===== src/rtl/pipe_stage_reg.sv =====
// -----------------------------------------------------------------------------
// pipe_stage_reg
//
// Parameterised pipeline register: DEPTH stages, each holding a valid bit and
// a WIDTH-bit payload. Supports stall (hold everything) and flush (squash all
// valid bits). Flush takes priority over stall. Payload leaving the last stage
// is gated by its valid bit so bubbles never expose stale data.
//
// Parameters
//   WIDTH  payload width per stage (>= 1)
//   DEPTH  number of register stages between input and output (>= 1)
//
// Ports
//   clock       rising-edge clock
//   reset       asynchronous, active-high; clears all valid and data registers
//   in_valid    payload on in_data is a real instruction (0 = bubble)
//   in_data     payload from the upstream stage
//   stall       hold every stage unchanged this cycle
//   flush       invalidate every stage this cycle (wins over stall)
//   out_valid   valid bit of the last stage
//   out_data    last-stage payload, zero whenever out_valid is 0
//   occupancy   number of stages currently holding valid entries (0..DEPTH)
//   bubble_cnt  16-bit saturating count of edges with stall=0 and out_valid=0
//               (only present when PIPE_BUBBLE_CNT_EN is defined)
//
// Build option
//   PIPE_BUBBLE_CNT_EN  define to add the bubble counter and its port.
// -----------------------------------------------------------------------------
module pipe_stage_reg #(
  parameter int WIDTH = 32,
  parameter int DEPTH = 1
) (
  input  logic                       clock,
  input  logic                       reset,
  input  logic                       in_valid,
  input  logic [WIDTH-1:0]           in_data,
  input  logic                       stall,
  input  logic                       flush,
  output logic                       out_valid,
  output logic [WIDTH-1:0]           out_data,
  output logic [$clog2(DEPTH+1)-1:0] occupancy
`ifdef PIPE_BUBBLE_CNT_EN
  ,
  output logic [15:0]                bubble_cnt
`endif
);

  localparam int OCC_W = $clog2(DEPTH+1);

  logic [DEPTH-1:0] vld_p;
  logic [WIDTH-1:0] data_p [DEPTH];
  logic             shift_en;

  assign shift_en = !stall && !flush;

  // Stage valid bits: flush squashes regardless of stall.
  always_ff @(posedge clock or posedge reset) begin
    if (reset) begin
      vld_p <= '0;
    end else if (flush) begin
      vld_p <= '0;
    end else if (!stall) begin
      vld_p[0] <= in_valid;
      for (int k = 1; k < DEPTH; k++) begin
        vld_p[k] <= vld_p[k-1];
      end
    end
  end

  // Stage payloads: held on flush since squashed entries are never exposed.
  always_ff @(posedge clock or posedge reset) begin
    if (reset) begin
      for (int k = 0; k < DEPTH; k++) begin
        data_p[k] <= '0;
      end
    end else if (shift_en) begin
      data_p[0] <= in_data;
      for (int k = 1; k < DEPTH; k++) begin
        data_p[k] <= data_p[k-1];
      end
    end
  end

  // Output of last stage
  assign out_valid = vld_p[DEPTH-1];
  assign out_data  = data_p[DEPTH-1] & {WIDTH{out_valid}};

  always_comb begin
    occupancy = '0;
    for (int k = 0; k < DEPTH; k++) begin
      occupancy = occupancy + OCC_W'(vld_p[k]);
    end
  end

`ifdef PIPE_BUBBLE_CNT_EN
  function automatic logic [15:0] sat_inc16(input logic [15:0] v);
    return (v == 16'hFFFF) ? v : v + 16'd1;
  endfunction

  // Flush does not clear the counter; only reset does.
  always_ff @(posedge clock or posedge reset) begin
    if (reset) begin
      bubble_cnt <= '0;
    end else if (!stall && !out_valid) begin
      bubble_cnt <= sat_inc16(bubble_cnt);
    end
  end
`endif

endmodule


===== config.mk =====
export PLATFORM = sky130hd
export DESIGN_NAME = pipe_stage_reg
export DESIGN_NICKNAME = d
export VERILOG_FILES = /design/src/rtl/pipe_stage_reg.sv
export SDC_FILE = /design/constraint.sdc
export NUM_CORES = 1
export LEC_CHECK = 0
export ABC_AREA = 1
export CAP_MARGIN = 20
export CORE_AREA = 3 3 70 72
export DETAILED_ROUTE_END_ITERATION = 6
export DIE_AREA = 0 0 73 75
export GPL_TIMING_DRIVEN = 0
export HOLD_SLACK_MARGIN = 0.1
export PLACE_DENSITY = 0.77
export SLEW_MARGIN = 40
export SYNTH_ARGS = -nofsm -noshare
export SYNTH_HDL_FRONTEND = slang
export SYNTH_SLANG_ARGS = --single-unit

===== constraint.sdc =====
create_clock -name clock -period 0.9 [get_ports clock]
set_input_delay 0.18 -clock clock [delete_from_list [all_inputs] [get_ports clock]]
set_output_delay 0.18 -clock clock [all_outputs]
set_load 0.01 [all_outputs]

; ---- Word level (Yosys, flattened, before mapping)
; Index checks and enable logic that the tools add are counted.
[op_classes]
div = 0
multipliers = 0
shift = 0
n_addsub = 0
eq_ne = 1
bitwise = 1
reduce_logical = 3
order_cmp = 0
mux = 2
[ops]
columns = cell, count
row1 = $and A32 B32 Y32, 1
row2 = $logic_not A1 Y1, 2
row3 = $mux W1, 2
row4 = $ne A2 B1 Y1 const B, 1
row5 = $logic_and A1 B1 Y1, 1
[totals]
out_inout_bits = 34
mem_count = 0
romBits = 0
latchBits = 0
word_cells = 9
regBits = 33
mem_bits_rw = 0
input_bits = 37

; ---- Depth between registers and ports, before layout
[logic_depth]
ltp_word = 2
ltp_mapped = 4
depth_no_buf = 3

; ---- Worst setup path before layout
; OpenSTA, ideal clock, no wires.
[synth_path]
path_type = register to output
startpoint = register vld_p, in the netlist out_valid
endpoint = output port out_data[10]
stages_incl_launch_ff = 5
path_slack_ns = -0.139
n_path_buf = 2
t_required_ns = 0.720
arrival_time_ns = 0.859
cell_sequence = dfrtp_1 -> buf_2 -> buf_2 -> nand2_1 -> inv_1
[synth_between]
elab_chain_cells = 1
[synth_rtl]
columns = item, line
row1 = from (decl), 50  ; logic [DEPTH-1:0] vld_p;
row2 = "from (signal, indexed assignment)", 65  ; vld_p[k] <= vld_p[k-1];
row3 = $and A32 B32 Y32, 86  ; assign out_data = data_p[DEPTH-1] & {WIDTH{out_valid}};
row4 = to (decl), 40  ; output logic [WIDTH-1:0] out_data,
; Every way passes these cells.

; ---- Worst setup path in the final report
[layout_path]
startpoint = register vld_p, in the netlist out_valid
endpoint = output port out_data[22]
; Same word-level chain as after synthesis.

==> summary.md <==
| Metric | Value |
|---|---|
| Layout Cell Area excl Fill | `0.00272 sq mm` |
| Number of global-route vias before repair | `1493` |
| CTS buffer count | `5` |
| Number of antenna violations at the first check in global routing | `0` |
| Placer Congestion | `0.713` |
| FP Rows | `24` |
| Fmax | `712 MHz` |
| Root buf cell | `sky130_fd_sc_hd__clkbuf_8` |
| Combined global-route utilization of all metal layers | `16.4%` |
| Logic pwr share | `22.1%` |
| Final-report max-slew violation count | `0` |
| Synthesized area | `0.00162 sq mm` |
| CP Cell Sequence | `buf_6 > buf_6 > nand2_1 > inv_1 > buf_2` |
| CP bufs+invs | `4` |
| Via count | `1580` |
| Placeable core area | `0.00435 sq mm` |
| Power per cell area | `1390 mW/mm^2` |
| Top Usage Layer GRT | `met2` |
| Layout net count | `334` |
| Average via count per standard cell | `4.53` |
| Post-Route WL | `4.33 mm` |
| Result of the run | `complete, but fails checks` |
| Global routing met3 resource utilization | `4.54%` |
| Mean Syn Cell Area | `7.61 sq um` |
| Cell with the biggest individual delay on the critical path | `sky130_fd_sc_hd__dfrtp_2` |
| Critical path data arrival time | `1.22 ns` |
| Cell-internal power | `2.72 mW` |
| Critical path class | `register to primary output` |
| WL/cell | `12.4 microns` |
| CTS H-Tree Depth | `2` |
| Worst slew margin | `61.0%` |
| Data required time of the critical path | `0.72 ns` |
| Setup clock skew after layout | `0 ns` |
| Post-synthesis cell type count | `12` |
| Number of I/O port buffers | `70` |
| Buffer levels on the longest clock path | `2` |
| Min cycle time layout | `1.40 ns` |
| Worst Hold Margin | `0.274 ns` |
| Fraction of layout cells with a size suffix above 1 | `40.4%` |
| CP most frequent cell | `sky130_fd_sc_hd__buf_6` |
| Largest driver fanout on the critical path | `5` |
| Clock slew at reported path FFs | `0.07 ns` |
| Power share of the clock group | `29.9%` |
| Number of hold buffers added after CTS | `0` |
| Path class of the lowest-slack min-delay path | `input pin to asynchronous set/reset pin` |
| Count of maximum capacitance violations | `0` |
| Met2 Usage GRT | `28.1%` |
| Worst Tran Pin Value | `0.584 ns` |
| Final core occ | `62.4%` |
| Largest stage delay, worst path | `0.43 ns` |
| Pin count of the biggest net entering global routing | `34` |
| Half-perimeter wire length after placement | `2.94 mm` |
| Reg2Reg Depth | `3` |
| Final Cycle Share | `156%` |
| Worst R2R Setup Slack | `0.08 ns` |
| Area of the die | `0.00548 sq mm` |
| Count of state elements after synthesis | `33` |
| LEAKAGE | `1.60 nW` |
| Critical Path Sink Type | `primary output` |
| Failing checks | `negative setup slack` |
| Setup WS pre-CTS | `-0.586 ns` |
| Share of synthesized area occupied by flip-flops and latches | `51.0%` |
| Die width | `73 microns` |
| Seq pwr share | `48.0%` |
| Number of setup violations in the final report | `34` |
| Endpoint of the worst-slack reg-to-reg timing path | `out_valid` |
| Antenna Diode Count | `0` |
| Number of search-and-repair iterations in the first detailed-routing pass | `4` |
| Global-route wire length before repair | `6.80 mm` |
| Synthesis-to-layout area growth | `67.8%` |
| DRC violations left | `0` |
| Number of warnings printed during yosys synthesis | `0` |
| RSZ-0062 raised after global routing | `true` |
| Largest vdd supply drop | `0.791 mV` |
| Type of element launching the critical path | `register` |
| Iter 0 DRT Violations | `45` |
| Number of top-level pins | `71` |
| Clock sink count | `33` |
| Post-synthesis net count | `250` |
| Clock tree from TritonCTS | `done` |
| Launch point of the worst reg-to-reg path | `out_valid` |
| Summed negative setup slack over all endpoints | `-16.11 ns` |
| Overflow left after global routing | `0` |
| Clock network latency to the later pin of the worst-skew pair | `0.27 ns` |
| Instance count of the mapped netlist | `213` |
| Fraction of power spent switching nets | `27.9%` |
| Setup slack after layout | `-0.504 ns` |
| Grt met1 use | `19.7%` |
| Switching power total | `1.05 mW` |
| Hold Vio Cnt, Final | `0` |
| Floorplan die height | `75 microns` |
| Crit-path leading delay family | `buffers and inverters` |
| Dpl cell area | `0.00242 sq mm` |
| Post-route ant nets | `0` |
| Effective utilization at floorplan | `37.2%` |
worst register-to-register path, cell delays in order (launching register included):
cell and delay, ns:
sky130_fd_sc_hd__dfrtp_2 0.43, sky130_fd_sc_hd__buf_6 0.14, sky130_fd_sc_hd__nand3_1 0.08, sky130_fd_sc_hd__nand2_1 0.05
per-stage QoR:
stage | total power [mW] | std cells
2_1_floorplan | 2.12 | 213
3_3_place_gp | 2.49 | 335
3_5_place_dp | 2.52 | 335
4_1_cts | 3.73 | 347
5_1_grt | 3.99 | 349
6_report | 3.77 | 349
synth_stat cells (all sizes together):
cell type | instances | area share (%)
nand2 | 97 | 23
buf | 14 | 6.6
dfrtp | 33 | 51
nand3b | 1 | 0.46
o21ai | 32 | 9.9
inv | 34 | 7.9
nand3 | 1 | 0.31
nor2 | 1 | 0.69
worst max path at each step:
stage / to / cells past startpoint / slack, ns / startpoint
after global routing: out_data[22] / 5 / -0.56 / out_valid
after floorplan: out_data[20] / 4 / -0.07 / out_valid
after CTS: out_data[7] / 5 / -0.50 / out_valid
after global placement: data_p[5] / 2 / -0.79 / reset
final: out_data[22] / 5 / -0.50 / out_valid
after detailed placement: out_data[4] / 5 / -0.59 / out_valid
metal layers:
layer / part of all wire [%] / vias to the layer above
met5: 0 / -
met4: 1.5 / 0
met3: 7.4 / 6
met2: 50 / 48
met1: 41 / 727
li1: - / 799
layout make-up:
class,instances,area [sq um]
Clock inverter,1,7.51
Buffer,14,143
Multi-Input combinational cell,132,698
Fill cell,416,1640
Sequential cell,33,827
Timing Repair Buffer,77,767
Clock buffer,6,82.6
Tap cell,52,65.1
Inverter,34,129
cell usage in the layout (no fill, tap or decap):
cell type / Yosys / layout
sky130_fd_sc_hd__buf_16: 0 / 2
sky130_fd_sc_hd__buf_2: 4 / 13
sky130_fd_sc_hd__buf_4: 7 / 8
sky130_fd_sc_hd__buf_6: 3 / 29
sky130_fd_sc_hd__buf_8: 0 / 3
sky130_fd_sc_hd__clkbuf_8: 0 / 6
sky130_fd_sc_hd__clkdlybuf4s50_1: 0 / 34
sky130_fd_sc_hd__clkinv_2: 0 / 1
sky130_fd_sc_hd__clkinvlp_4: 0 / 1
sky130_fd_sc_hd__dfrtp_1: 33 / 32
sky130_fd_sc_hd__dfrtp_2: 0 / 1
sky130_fd_sc_hd__dlygate4sd2_1: 0 / 2
sky130_fd_sc_hd__inv_1: 34 / 14
sky130_fd_sc_hd__inv_2: 0 / 19
sky130_fd_sc_hd__nand2_1: 92 / 61
sky130_fd_sc_hd__nand2_2: 5 / 24
sky130_fd_sc_hd__nand2_4: 0 / 12
sky130_fd_sc_hd__nand3_1: 1 / 1
sky130_fd_sc_hd__nand3b_1: 1 / 1
sky130_fd_sc_hd__nor2_4: 1 / 1
sky130_fd_sc_hd__o21ai_0: 23 / 22
sky130_fd_sc_hd__o21ai_1: 9 / 10
registers in the layout (all words and copies together), names as in the netlist:
| signal | count |
|---|---|
| data_p | 32 |
| out_valid | 1 |
cells by family after synthesis:
group / after synthesis / share of synthesized area (%)
flops: 33 / 51.0
compound gates: 32 / 9.88
simple gates: 100 / 24.7
buf+inv: 48 / 14.4
timing repair:
item | 4_1_cts | 5_1_grt
endpoints found under the setup margin | 65 | 68
gates resized for setup | 189 | 42
pin swaps | 15 | 1
gates cloned | 4 | 0
hold endpoints to repair | 0 | 0
setup buffers | 1 | 2
power groups by stage:
stage | clock network (mW) | registers (mW) | logic (mW)
detailed placement | 0 | 1.78 | 0.735
CTS | 1.16 | 1.79 | 0.778
floorplan | 0 | 1.76 | 0.367
global placement | 0 | 1.77 | 0.720
finish | 1.13 | 1.81 | 0.832
global route | 1.23 | 1.83 | 0.919
Power figures use the tool's default switching activity.
